[src/rtl/sram_arbiter.sv]
`default_nettype none
// ============================================================================
// Module      : sram_arbiter
// Description : Shares one fixed-latency single-port SRAM between the IF and
//               MEM pipeline requesters and freezes the pipeline until both
//               requests of the current pipeline cycle have been served.
// Revision    : 1.0 - initial release
// ============================================================================
module sram_arbiter #(
    parameter int WAIT_CYCLES = 4,
    parameter int SRAM_ADDR_W = 18
) (
    input  logic                   clk,
    input  logic                   rst,
    input  logic                   if_req,
    input  logic [31:0]            if_addr,
    output logic [31:0]            if_rdata,
    output logic                   if_ready,
    input  logic                   mem_r_en,
    input  logic                   mem_w_en,
    input  logic [31:0]            mem_addr,
    input  logic [31:0]            mem_wdata,
    output logic [31:0]            mem_rdata,
    output logic                   mem_ready,
    output logic                   freeze,
    output logic [SRAM_ADDR_W-1:0] sram_addr,
    output logic [31:0]            sram_dq_out,
    input  logic [31:0]            sram_dq_in,
    output logic                   sram_we_n,
    output logic                   sram_oe_n
);

    localparam logic [1:0] c_st_idle   = 2'd0;
    localparam logic [1:0] c_st_access = 2'd1;
    localparam logic [1:0] c_st_done   = 2'd2;
    localparam logic [3:0] c_cnt_load  = 4'(WAIT_CYCLES - 1);

    logic [1:0]             r_state;
    logic [1:0]             w_next_state;
    logic [3:0]             r_cnt;
    logic                   r_if_done;
    logic                   r_mem_done;
    logic                   r_grant_mem;
    logic                   r_is_write;
    logic [31:0]            r_if_rdata;
    logic [31:0]            r_mem_rdata;
    logic                   r_if_ready;
    logic                   r_mem_ready;
    logic [SRAM_ADDR_W-1:0] r_sram_addr;
    logic [31:0]            r_sram_dq_out;
    logic                   r_sram_we_n;
    logic                   r_sram_oe_n;

    logic                   w_if_pend;
    logic                   w_mem_pend;
    logic                   w_freeze;
    logic                   w_grant;
    logic                   w_finish;
    logic                   w_write_req;
    logic                   w_unused_addr_bits;

    // Word addressing: the byte-lane bits and the bits above the SRAM are dropped.
    assign w_unused_addr_bits = ^{if_addr[31:SRAM_ADDR_W+2], if_addr[1:0],
                                  mem_addr[31:SRAM_ADDR_W+2], mem_addr[1:0]};

    assign w_mem_pend = (mem_r_en | mem_w_en) & ~r_mem_done;
    assign w_if_pend  = if_req & ~r_if_done;
    assign w_freeze   = w_if_pend | w_mem_pend;

    always_ff @(posedge clk or posedge rst) begin
        if (rst) begin
            r_state <= c_st_idle;
        end else begin
            r_state <= w_next_state;
        end
    end

    always_comb begin
        w_next_state = r_state;
        case (r_state)
            c_st_idle: begin
                if (w_mem_pend || w_if_pend) begin
                    w_next_state = c_st_access;
                end
            end
            c_st_access: begin
                if (r_cnt == 4'd0) begin
                    w_next_state = c_st_done;
                end
            end
            c_st_done: begin
                w_next_state = c_st_idle;
            end
            default: begin
                w_next_state = c_st_idle;
            end
        endcase
    end

    always_comb begin
        w_grant     = 1'b0;
        w_finish    = 1'b0;
        w_write_req = w_mem_pend & mem_w_en;
        case (r_state)
            c_st_idle:   w_grant  = w_mem_pend | w_if_pend;
            c_st_access: w_finish = (r_cnt == 4'd0);
            default: begin
                w_grant  = 1'b0;
                w_finish = 1'b0;
            end
        endcase
    end

    // SRAM pins only move at ACCESS entry and exit; ready is a one-cycle pulse in DONE.
    always_ff @(posedge clk or posedge rst) begin
        if (rst) begin
            r_cnt         <= 4'd0;
            r_grant_mem   <= 1'b0;
            r_is_write    <= 1'b0;
            r_if_rdata    <= 32'd0;
            r_mem_rdata   <= 32'd0;
            r_if_ready    <= 1'b0;
            r_mem_ready   <= 1'b0;
            r_sram_addr   <= '0;
            r_sram_dq_out <= 32'd0;
            r_sram_we_n   <= 1'b1;
            r_sram_oe_n   <= 1'b1;
        end else begin
            r_if_ready  <= 1'b0;
            r_mem_ready <= 1'b0;
            if (w_grant) begin
                r_grant_mem   <= w_mem_pend;
                r_is_write    <= w_write_req;
                r_sram_addr   <= w_mem_pend ? mem_addr[SRAM_ADDR_W+1:2]
                                            : if_addr[SRAM_ADDR_W+1:2];
                r_sram_dq_out <= mem_wdata;
                r_cnt         <= c_cnt_load;
                r_sram_we_n   <= ~w_write_req;
                r_sram_oe_n   <= w_write_req;
            end else if (w_finish) begin
                r_sram_we_n <= 1'b1;
                r_sram_oe_n <= 1'b1;
                if (r_grant_mem) begin
                    r_mem_ready <= 1'b1;
                    if (!r_is_write) begin
                        r_mem_rdata <= sram_dq_in;
                    end
                end else begin
                    r_if_ready <= 1'b1;
                    r_if_rdata <= sram_dq_in;
                end
            end else if (r_state == c_st_access) begin
                r_cnt <= r_cnt - 4'd1;
            end
        end
    end

    // Completion wins over the advance-clear so a finished access is never lost.
    always_ff @(posedge clk or posedge rst) begin
        if (rst) begin
            r_if_done  <= 1'b0;
            r_mem_done <= 1'b0;
        end else begin
            if (!w_freeze) begin
                r_if_done  <= 1'b0;
                r_mem_done <= 1'b0;
            end
            if (w_finish) begin
                if (r_grant_mem) begin
                    r_mem_done <= 1'b1;
                end else begin
                    r_if_done <= 1'b1;
                end
            end
        end
    end

    assign freeze      = w_freeze;
    assign if_rdata    = r_if_rdata;
    assign if_ready    = r_if_ready;
    assign mem_rdata   = r_mem_rdata;
    assign mem_ready   = r_mem_ready;
    assign sram_addr   = r_sram_addr;
    assign sram_dq_out = r_sram_dq_out;
    assign sram_we_n   = r_sram_we_n;
    assign sram_oe_n   = r_sram_oe_n;

endmodule
`default_nettype wire
[config.mk]
export PLATFORM = sky130hd
export DESIGN_NAME = sram_arbiter
export DESIGN_NICKNAME = d
export VERILOG_FILES = /design/src/rtl/sram_arbiter.sv
export SDC_FILE = /design/constraint.sdc
export NUM_CORES = 1
export LEC_CHECK = 0
export ABC_CLOCK_PERIOD_IN_PS = 6200
export BUFFER_PORTS_ARGS = -buffer_cell sky130_fd_sc_hd__buf_2
export CAP_MARGIN = 25
export CORE_ASPECT_RATIO = 1.5
export CORE_MARGIN = 2
export CORE_UTILIZATION = 40
export DETAILED_ROUTE_END_ITERATION = 6
export HOLD_SLACK_MARGIN = 0.08
export PLACE_DENSITY_LB_ADDON = 0.1
export SLEW_MARGIN = 20
export SYNTH_ARGS = -nofsm -noshare
export SYNTH_HDL_FRONTEND = slang
export SYNTH_SLANG_ARGS = --single-unit
[constraint.sdc]
create_clock -name clk -period 6.2 [get_ports clk]
set_clock_uncertainty 0.05 [all_clocks]
set_input_delay 1.24 -clock clk [delete_from_list [all_inputs] [get_ports clk]]
set_output_delay 1.24 -clock clk [all_outputs]
set_load 0.03 [all_outputs]
==> flow_metrics.env <==
export IMPL_portBuffers=223
export IMPL_internal_power_mw=2.79
export IMPL_finalSetupTns_ps=0
export IMPL_ioPinCount=252
export IMPL_clk_latency_ps=400
export IMPL_clkTransAtPathRegs_ps=50
export IMPL_syn_area_um2=5150
export IMPL_finalNetCount=685
export IMPL_ys_ff_latch=128
export IMPL_wl_per_cell_um=15.5
export IMPL_die_w_um=96.7
export IMPL_numCtsBuffers=17
export IMPL_grt_pass1_wl_um=17800
export IMPL_crit_type="input pin to output port"
export IMPL_startpoint_type="input pin"
export IMPL_cts_buffer_depth=2
export IMPL_drive_gt1_frac=0.714
export IMPL_crit_fanout=20
export IMPL_cts_sinks=128
export IMPL_final_hold_worst_slack_ps=430
export IMPL_synthCells=318
export IMPL_timing_rr_start="r_cnt[0]"
export IMPL_synth_top_cell_by_area="dfrtp_1"
export IMPL_tightest_slew_ps=691
export IMPL_grt_max_degree=76
export IMPL_status="finished, final reports clean"
export IMPL_setup_ws_ps=2680
export IMPL_post_dp_hpwl_um=8080
export IMPL_routed_wl_um=11200
export IMPL_synth_edff_count=0
export IMPL_leakage_nw=3.43
export IMPL_final_util=0.566
export IMPL_via_per_inst=4.81
export IMPL_ys_top_cells_by_area="dfrtp_1 61%, mux2_2 28%, buf_4 1.2%"
export IMPL_p_sw_mw=1.85
export IMPL_cts_tree="yes"
export IMPL_htreeDepth=4
export IMPL_synth_nets=452
export IMPL_fin_crit_ps=3520
export IMPL_yosysWarnings=0
export IMPL_crit_path_end_kind="output port"
export IMPL_fmax_ghz=0.284
export IMPL_synth_top_area_frac=0.612
export IMPL_gp_congestion=0.728
export IMPL_synthMostInstantiatedCell="mux2_2"
export IMPL_yosysSeqAreaShare=0.622
export IMPL_postCtsSetupRepairBufs=0
export IMPL_initial_utilization=0.412
export IMPL_core_um2=12500
export IMPL_pwr_share_comb=0.447
export IMPL_die_h_um=143
export IMPL_hold_violations=0
export IMPL_synth_cell_type_count=34
export IMPL_root_buffer="clkbuf_16"
export IMPL_hp_class="register to register"
export IMPL_synthArstFlopShare=1.00
export IMPL_cts_hold_buf=0
export IMPL_synth_flop_cell="dfrtp_1"
export IMPL_grt_overflow=0
export IMPL_grtUsageTotal=0.163
export IMPL_num_antenna_cells=0
export IMPL_grt_pass1_vias=3620
export IMPL_cap_violations=0
export IMPL_dr_first_iter_drc_count=61
export IMPL_r2r_slack_ps=4050
export IMPL_p_per_area_nw_per_um2=655
export IMPL_critPathLaunch="mem_w_en"
export IMPL_post_route_period_util=0.568
export IMPL_synth_avg_cell_area_um2=16.2
export IMPL_final_setup_viol_count=0
export IMPL_antenna_found_initial=0
export IMPL_sw_frac_of_total=0.399
export IMPL_rr_endpoint="mem_rdata[27]"
export IMPL_place_ws_ps=2300
export IMPL_pwr_share_seq=0.318
export IMPL_ys_top_cells_by_count="130 x mux2_2, 126 x dfrtp_1, 8 x buf_4, 6 x o21ai_0, 5 x inv_1"
export IMPL_route_detailed_drc=0
export IMPL_first_pass_iters=4
export IMPL_irDropWorstVdd_uv=320
export IMPL_rows=50
export IMPL_die_area_um2=13800
export IMPL_slew_headroom=0.534
export IMPL_rsz0062_at_grt="false"
export IMPL_vias=3457
export IMPL_slew_violations=0
export IMPL_cts_resized=0
export IMPL_rr_worst_depth=6
export IMPL_critical_path_arrival_ps=2230
export IMPL_ant_nets=0
export IMPL_area_growth_pct=37.6
export IMPL_required_ps=4910
export IMPL_power_share_clock=0.235
export IMPL_crit_end="freeze"
-- worst max-delay path: stages --
cell      delay [ps]
buf_2            130
o21bai_4         510
nand2_1          130
buf_2            220
-- registers in the layout (all words and copies together), names as in the netlist, 2 cells and up --
signal,flops
mem_rdata,32
sram_dq_out,32
r_cnt,4
r_state,2
sram_addr,18
if_rdata,32
-- power by group through the flow --
stage	sequential, mW	clock (mW)	combinational [mW]
4_1_cts	1.48	1.12	2.10
6_report	1.48	1.09	2.08
5_1_grt	1.54	1.16	2.19
2_1_floorplan	2.26	0	0.738
3_5_place_dp	1.49	0	2.10
3_3_place_gp	1.47	0	2.07
-- worst min-delay path by stage --
| stage | startpoint | slack (ps) | to | depth (start not counted) |
|---|---|---|---|---|
| 2_1_floorplan | r_if_done | 410 | r_if_done | 1 |
| 3_3_place_gp | if_rdata[24] | 420 | if_rdata[24] | 1 |
| 3_5_place_dp | if_rdata[24] | 420 | if_rdata[24] | 1 |
| 4_1_cts | if_rdata[24] | 430 | if_rdata[24] | 1 |
| 5_1_grt | sram_dq_out[17] | 460 | sram_dq_out[17] | 1 |
| 6_report | if_rdata[24] | 430 | if_rdata[24] | 1 |
-- through the flow --
stage	cell area (µm²)	total power, mW	instances
finish	7090	4.64	719
global route	7090	4.89	719
CTS	7050	4.71	718
detailed placement	6390	3.59	687
floorplan	5150	3.00	318
global placement	6390	3.54	687
-- cell type report --
class,count,area [µm²]
fill,1084,5430
sequential,128,3210
multi-input combinational,171,1830
timing repair buffer,228,1170
clock buffer,19,453
clock inverter,12,208
tap,156,195
inverter,5,21.3
-- layout by cell type, fill, tap and decap left out, types with 2 or more instances in the layout --
cell and count:
dfrtp_1 126, nand2_1 2, clkinvlp_4 3, mux2_1 2, nor2b_1 2, o311ai_0 2, nor2_1 2, clkbuf_16 17
inv_1 4, mux2_2 130, nand3b_1 2, buf_2 223, dfstp_2 2, bufinv_16 5, a22o_1 2, clkinv_4 3
buf_4 4, or3_1 2, o21ai_0 6, clkbuf_8 2
-- cells by family after synthesis --
| kind of cell | share of synthesized area |
|---|---|
| multiplexers | 0.289 |
| adder cells (fa/ha/maj) | 0.00243 |
| AO/OA/AOI/OAI | 0.0270 |
| flip-flops | 0.622 |
| AND/OR/NAND/NOR | 0.0338 |
| buffers and inverters | 0.0260 |
-- routing by layer --
layer,GRT usage,wire length [µm]
met1,0.174,4040
met4,0.0697,139
met3,0.0656,796
met2,0.286,6200
met5,0,0
Note: power is estimated with default switching activity, not from simulation.
